[config.mk]
export PLATFORM = sky130hd
export DESIGN_NAME = fetch_stage
export DESIGN_NICKNAME = d
export VERILOG_FILES = /design/src/rtl/rv32_pkg.sv /design/src/rtl/fetch_next_pc.sv /design/src/rtl/fetch_stage.sv
export SDC_FILE = /design/constraint.sdc
export NUM_CORES = 1
export LEC_CHECK = 0
export CAP_MARGIN = 20
export CORE_MARGIN = 5
export CORE_UTILIZATION = 39
export DETAILED_ROUTE_END_ITERATION = 7
export DONT_BUFFER_PORTS = 1
export HOLD_SLACK_MARGIN = 0.15
export SETUP_SLACK_MARGIN = 0.15
export SYNTH_ARGS = -nofsm -noshare
export SYNTH_HDL_FRONTEND = slang
export SYNTH_HIERARCHICAL = 1
export SYNTH_SLANG_ARGS = --single-unit
[constraint.sdc]
create_clock -name clk -period 8.6 [get_ports clk]
set_clock_uncertainty 0.1 [all_clocks]
set_input_delay 2.15 -clock clk [delete_from_list [all_inputs] [get_ports clk]]
set_output_delay 2.15 -clock clk [all_outputs]
set_load 0.02 [all_outputs]
[src/rtl/rv32_pkg.sv]
// Shared RV32 constants and fetch FSM state type for the front end.
// The static BTFN predictor is enabled with the FETCH_STATIC_BTFN_EN macro.
package rv32_pkg;

  localparam logic [6:0] OPC_BRANCH = 7'b1100011;
  localparam logic [6:0] OPC_JAL    = 7'b1101111;
  localparam logic [6:0] OPC_JALR   = 7'b1100111;
  localparam logic [6:0] OPC_OP_IMM = 7'b0010011;

  // addi x0, x0, 0
  localparam logic [31:0] NOP_INSTR = 32'h0000_0013;

  typedef enum logic [1:0] {
    FS_REQ  = 2'd0,
    FS_WAIT = 2'd1,
    FS_HOLD = 2'd2,
    FS_DROP = 2'd3
  } fetch_state_e;

  function automatic logic signed [31:0] b_imm(input logic [31:0] instr);
    logic signed [12:0] imm;
    imm = {instr[31], instr[7], instr[30:25], instr[11:8], 1'b0};
    return 32'(imm);
  endfunction

endpackage

[src/rtl/fetch_next_pc.sv]
// Next fetch address and prediction flag for the word just fetched.
// FETCH_STATIC_BTFN_EN selects backward-taken/forward-not-taken branch prediction.
module fetch_next_pc
  import rv32_pkg::*;
(
  input  logic [31:0] pc,
  input  logic [31:0] instr,
  output logic [31:0] next_pc,
  output logic        pred_taken
);

`ifdef FETCH_STATIC_BTFN_EN
  logic back_branch;

  // A negative B-immediate has its sign in instr[31]: predict backward branches taken.
  assign back_branch = (instr[6:0] == OPC_BRANCH) && instr[31];
  assign pred_taken  = back_branch;
  assign next_pc     = back_branch ? (pc + $unsigned(b_imm(instr))) : (pc + 32'd4);
`else
  logic unused_instr;

  assign unused_instr = ^instr;
  assign pred_taken   = 1'b0;
  assign next_pc      = pc + 32'd4;
`endif

endmodule

[src/rtl/fetch_stage.sv]
// Instruction fetch with a single outstanding memory request, skid buffer and IF/ID register.
// Optional static branch prediction via the FETCH_STATIC_BTFN_EN macro (see fetch_next_pc).
module fetch_stage
  import rv32_pkg::*;
#(
  parameter logic [31:0] RESET_PC = 32'h0000_0000
) (
  input  logic        clk,
  input  logic        rst,
  input  logic        stall,
  input  logic        flush,
  input  logic        redirect,
  input  logic [31:0] redirect_pc,
  output logic        imem_req,
  output logic [31:0] imem_addr,
  input  logic        imem_gnt,
  input  logic        imem_rvalid,
  input  logic [31:0] imem_rdata,
  output logic [31:0] instruction,
  output logic [31:0] pc,
  output logic [31:0] pc_plus4,
  output logic        if_valid,
  output logic        pred_taken
);

  fetch_state_e state_q, state_d;
  logic [31:0]  pc_q, pc_d;
  logic [31:0]  skid_q;
  logic         skid_load;
  logic         load_new;
  logic [31:0]  fetch_word;
  logic [31:0]  next_pc;
  logic         next_pred;

  logic [31:0]  instr_p1;
  logic [31:0]  pc_p1;
  logic [31:0]  pc_plus4_p1;
  logic         vld_p1;
  logic         pred_p1;

  // pc_q stays on the fetched address until the word leaves WAIT/HOLD, so it pairs with either source.
  assign fetch_word = (state_q == FS_HOLD) ? skid_q : imem_rdata;
  assign imem_addr  = {pc_q[31:2], 2'b00};

  fetch_next_pc u_next_pc (
    .pc         (pc_q),
    .instr      (fetch_word),
    .next_pc    (next_pc),
    .pred_taken (next_pred)
  );

  always_comb begin
    state_d   = state_q;
    pc_d      = pc_q;
    imem_req  = 1'b0;
    load_new  = 1'b0;
    skid_load = 1'b0;
    case (state_q)
      FS_REQ: begin
        imem_req = 1'b1;
        if (redirect) begin
          pc_d = redirect_pc;
          if (imem_gnt) state_d = FS_DROP;
        end else if (imem_gnt) begin
          state_d = FS_WAIT;
        end
      end
      FS_WAIT: begin
        if (redirect) begin
          pc_d    = redirect_pc;
          state_d = imem_rvalid ? FS_REQ : FS_DROP;
        end else if (imem_rvalid) begin
          if (stall) begin
            skid_load = 1'b1;
            state_d   = FS_HOLD;
          end else begin
            load_new = 1'b1;
            pc_d     = next_pc;
            state_d  = FS_REQ;
          end
        end
      end
      FS_HOLD: begin
        if (redirect) begin
          pc_d    = redirect_pc;
          state_d = FS_REQ;
        end else if (!stall) begin
          load_new = 1'b1;
          pc_d     = next_pc;
          state_d  = FS_REQ;
        end
      end
      FS_DROP: begin
        if (redirect) pc_d = redirect_pc;
        if (imem_rvalid) state_d = FS_REQ;
      end
      default: state_d = FS_REQ;
    endcase
  end

  always_ff @(posedge clk or negedge rst) begin
    if (!rst) begin
      state_q <= FS_REQ;
      pc_q    <= RESET_PC;
    end else begin
      state_q <= state_d;
      pc_q    <= pc_d;
    end
  end

  always_ff @(posedge clk) begin
    if (skid_load) skid_q <= imem_rdata;
  end

  // ---- IF/ID boundary: flush > stall > load, otherwise a bubble ----
  always_ff @(posedge clk or negedge rst) begin
    if (!rst) begin
      instr_p1    <= NOP_INSTR;
      pc_p1       <= 32'h0;
      pc_plus4_p1 <= 32'h0;
      vld_p1      <= 1'b0;
      pred_p1     <= 1'b0;
    end else if (flush) begin
      instr_p1 <= NOP_INSTR;
      vld_p1   <= 1'b0;
      pred_p1  <= 1'b0;
    end else if (!stall) begin
      if (load_new) begin
        instr_p1    <= fetch_word;
        pc_p1       <= pc_q;
        pc_plus4_p1 <= pc_q + 32'd4;
        vld_p1      <= 1'b1;
        pred_p1     <= next_pred;
      end else begin
        instr_p1 <= NOP_INSTR;
        vld_p1   <= 1'b0;
        pred_p1  <= 1'b0;
      end
    end
  end

  assign instruction = instr_p1;
  assign pc          = pc_p1;
  assign pc_plus4    = pc_plus4_p1;
  assign if_valid    = vld_p1;
  assign pred_taken  = pred_p1;

endmodule

==> reports/summary.txt <==
POWER
-----------------------------------------------------------------------------------------------
Sw Share                                                                                 0.4263
Power density over cell area                                                       368.7 mW/mm2
Seq pwr share                                                                             0.543
Leak                                                                                0.003684 uW
Relative contribution of combinational cells to total power                               0.207
Cell Int Power                                                                          1812 uW
Clock power share                                                                         0.250
Net switching power                                                                     1347 uW
Worst-case vdd ir drop                                                              0.0001481 V

YOSYS
-----------------------------------------------------------------------------------------------
Portion of netlist area occupied by mux cells                                           0.08755
Count of distinct cell types in the synthesized netlist                                      47
Post-synth design cell area                                                        0.008003 mm2
Mean instance size in the synthesized netlist                                         10.47 um2
Main combinational cell family by area after synthesis                             simple AND/OR/NAND/NOR gates
FFs w/ async S/R, synth                                                                  0.8025
Fraction of the mapped netlist area in adder cells                                      0.01094
Post-synthesis instance total                                                               764
Share of the yosys chip area belonging to registers                                      0.5270
Yosys warns                                                                                   6
Post-synthesis register bit count                                                           162
Count of flip-flops with a built-in enable after synthesis                                   32
Complex-gate fraction of the synthesized area                                           0.09600
Simple-Gate Fraction of Synth Area                                                       0.1685
Top FF cell, synth                                                                      dfrtp_1
Area share of xor/xnor cells in the synthesized design                                  0.04487

CRITICAL PATH
-----------------------------------------------------------------------------------------------
Slowest cell on the critical path                                                         or4_2
Start point of the critical path                                                       redirect
Crit path kind                                                                        in -> reg
Required @ worst endpoint                                                               8770 ps
Critical path data arrival time                                                         3880 ps
Reg-to-reg startpoint                                                              state_q[0]$_DFFE_PN0P_
Slowest stage delay, CP                                                                  670 ps
Worst path buffer plus inverter count                                                         2
Cell repeated most along the worst path                                                   buf_4
Critical Path Sink Type                                                               flip-flop
Critical path's top delay family                                                   simple AND/OR/NAND/NOR gates
Cells along the critical path                                                      nand2b_2 -> buf_4 -> or4_2 -> buf_4 -> nand2_1 -> o21ai_0
Setup crit start kind                                                              primary input
Largest fanout of any net on the critical path                                               69

STA
-----------------------------------------------------------------------------------------------
Setup repair after global routing missed its margin                                       false
Worst-Margin Slew                                                                      754.5 ps
Post-layout min period                                                                  3715 ps
Relative slew slack                                                                      0.4970
Achievable frequency                                                                  269.2 MHz
Number of failing hold endpoints at the final stage                                           0
Share of the cycle needed by the critical path after routing                             0.4320
Number of setup violations in the final report                                                0
Fin. max-slew vios                                                                            0
Accumulated negative setup slack                                                           0 ps
PnR worst setup slack                                                                   4885 ps

DRT
-----------------------------------------------------------------------------------------------
Vias after detailed routing                                                               5,352
Length of the first detailed-routing pass in iterations                                       4
DRC Markers                                                                                   0
Post-DRT Antenna Nets                                                                         0
Detailed Route WL                                                                      20.36 mm
WL/cell                                                                                20.42 um
Count of routing violations after the opening detailed-route iteration                      245
Detailed-route vias per instance                                                          5.368

CLOCK NETWORK
-----------------------------------------------------------------------------------------------
Clock tree root buffer cell                                                           clkbuf_16
# H-tree levels                                                                               4
CTS hold repair buffers                                                                       0
Buffers inserted by post-CTS timing repair                                                    0
Number of clock sinks                                                                       162
Clock latency at the later pin of the worst-skew pair                                    420 ps
TritonCTS clock tree                                                                        yes
Clock input transition at the sequential cells of the worst setup and hold paths          60 ps
CTS-repair resized insts                                                                      0
Buffers from clock root to sink, at most                                                      2
Number of buffers inserted during clock tree synthesis                                       17

FINAL LAYOUT
-----------------------------------------------------------------------------------------------
Final Net Count                                                                             792
Number of inserted filler cells in the final layout                                       1,913
Diode insertion count for antenna repair                                                      0
Final cell utilization of the core                                                       0.4234
Growth of design area from synthesis to finish                                           7.067%
Share of final-layout standard cells stronger than drive strength 1                      0.1224

FLOORPLANNING
-----------------------------------------------------------------------------------------------
I/O pin count                                                                               202
Standard-cell row count                                                                      52
Starting Density                                                                         0.3955
Core area                                                                           0.02023 mm2
Overall die height                                                                     153.2 um
Total die area                                                                      0.02348 mm2
Die width                                                                              153.2 um

GLOBAL ROUTING
-----------------------------------------------------------------------------------------------
Antenna violations before repair                                                              0
Number of global-route vias before repair                                                 5,206
GR Overflow Total                                                                             0
All-layer global routing usage                                                           0.1728
Pin count of the biggest net entering global routing                                        131
First-pass GRT wire length                                                             32.27 mm

PLACED DESIGN
-----------------------------------------------------------------------------------------------
Post-placement worst setup slack                                                        4440 ps
Final weighted congestion of routability-driven global placement                         0.7438
Post-DP HPWL                                                                           13.67 mm
Number of buffer cells added on primary ports                                                 0

RUN STATUS
-----------------------------------------------------------------------------------------------
Run status                                                                            completed

FLOW RUN
-----------------------------------------------------------------------------------------------
Maximum Capacitance Violations                                                                0

HOLD PATH
-----------------------------------------------------------------------------------------------
Startpoint of the most critical hold path                                          pc_q[0]$_DFFE_PN0P_
Hold WC Path Type                                                                    reg -> reg

[logic make-up (layout without fill, tap and decap cells)]
kind of cell | after synthesis | count (layout)
compound gates | 120 | 120
xor+xnor | 41 | 41
fa+ha+maj | 7 | 7
buf+inv | 90 | 52
flops | 162 | 162
mux | 66 | 66
other cells | 2 | 3
simple gates | 276 | 276
[worst paths after layout]
kind | to | slack [ps] | cells past startpoint
worst min-delay path | pc[0]$_DFFE_PN0P_ | 400 | 2
worst max register to register | pc_plus4[11]$_DFFE_PN0P_ | 5850 | 8
worst max-delay path | pc_plus4[11]$_DFFE_PN0P_ | 4880 | 6
min in group asynchronous | instruction[22]$_DFFE_PN0P_ | 1320 | 0
worst min register to register | pc[0]$_DFFE_PN0P_ | 400 | 2
max in group asynchronous | instruction[0]$_DFFE_PN1P_ | 6880 | 0
[cell usage after synthesis (6+ instances only)]
cell | number | area, um2
a22o_1 | 30 | 262.8
a31oi_1 | 16 | 100.1
and3_1 | 6 | 37.54
and4_1 | 10 | 87.58
buf_2 | 16 | 80.08
buf_4 | 37 | 277.8
clkbuf_1 | 23 | 86.33
dfrtp_1 | 127 | 3178
edfxtp_1 | 32 | 960.9
ha_1 | 7 | 87.58
inv_1 | 11 | 41.29
mux2_2 | 32 | 360.4
mux2i_1 | 34 | 340.3
nand2_1 | 159 | 596.8
nand3_1 | 19 | 95.09
nand4_1 | 18 | 112.6
nor2_1 | 26 | 97.59
nor3_1 | 6 | 30.03
o21ai_0 | 61 | 305.3
or3_1 | 6 | 37.54
xnor2_1 | 30 | 262.8
xor2_1 | 11 | 96.34
[sequential cells by signal (all words and copies together) (netlist names)]
name,count
if_valid,1
instruction,32
pc,32
pc_plus4,30
pc_q,32
pred_taken,1
skid_q,32
state_q,2
[through the flow]
stage               instance area, um2  power, uW  cells  hold WS [ps]
floorplan                         8006       2241    765         361.9
global placement                  7966       2373    965         379.9
CTS                               8568       3193    997         402.7
global route                      8568       3359    997         448.5
finish                            8568       3159    997         395.1
detailed placement                7966       2396    965         386.4
[power groups by stage]
stage | Combinational, uW | Sequential (uW) | Clock (uW)
2_1_floorplan | 800 | 1440 | 0
3_3_place_gp | 641 | 1730 | 0
3_5_place_dp | 660 | 1740 | 0
4_1_cts | 662 | 1720 | 808
5_1_grt | 748 | 1770 | 845
6_report | 654 | 1720 | 788
[metal layers]
metal / GRT usage / part of all wire / vias to the layer above
met5: 0 / 0 / -
met4: 0.04540 / 0.0093 / 0
li1: - / - / 2566
met2: 0.2587 / 0.45 / 172
met1: 0.2301 / 0.44 / 2600
met3: 0.07577 / 0.10 / 14
[tightest hold or removal path, cell delays in order, from the launching register on]
cell and delay (ps):
dfrtp_1 360, nand2_1 60, nand2_1 50
[area by class of cell]
class / instances / area (um2) / area share
clock inverters: 11 / 161.4 / 0.01884
repair buffers: 9 / 67.56 / 0.007886
multi-input cells: 513 / 3302 / 0.3854
clock buffers: 21 / 440.4 / 0.05140
flip-flops and latches: 162 / 4218 / 0.4923
well taps: 270 / 337.8 / 0.03943
inverters: 11 / 41.29 / 0.004819
[cell usage in the layout, fill, tap and decap left out, types with 5 or more instances in the layout]
| master | n |
|---|---|
| nand2_1 | 159 |
| clkbuf_16 | 17 |
| nor3_1 | 5 |
| inv_1 | 11 |
| a31oi_1 | 15 |
| o21ai_0 | 61 |
| and3_1 | 6 |
| and4_1 | 10 |
| nor2_1 | 25 |
| buf_4 | 9 |
| or3_1 | 6 |
| ha_1 | 7 |
| xnor2_1 | 30 |
| mux2i_1 | 34 |
| edfxtp_1 | 32 |
| a22o_1 | 30 |
| nand4_1 | 18 |
| mux2_2 | 32 |
| xor2_1 | 11 |
| dfrtp_1 | 127 |
| nand3_1 | 19 |
Power figures use the tool's default switching activity.
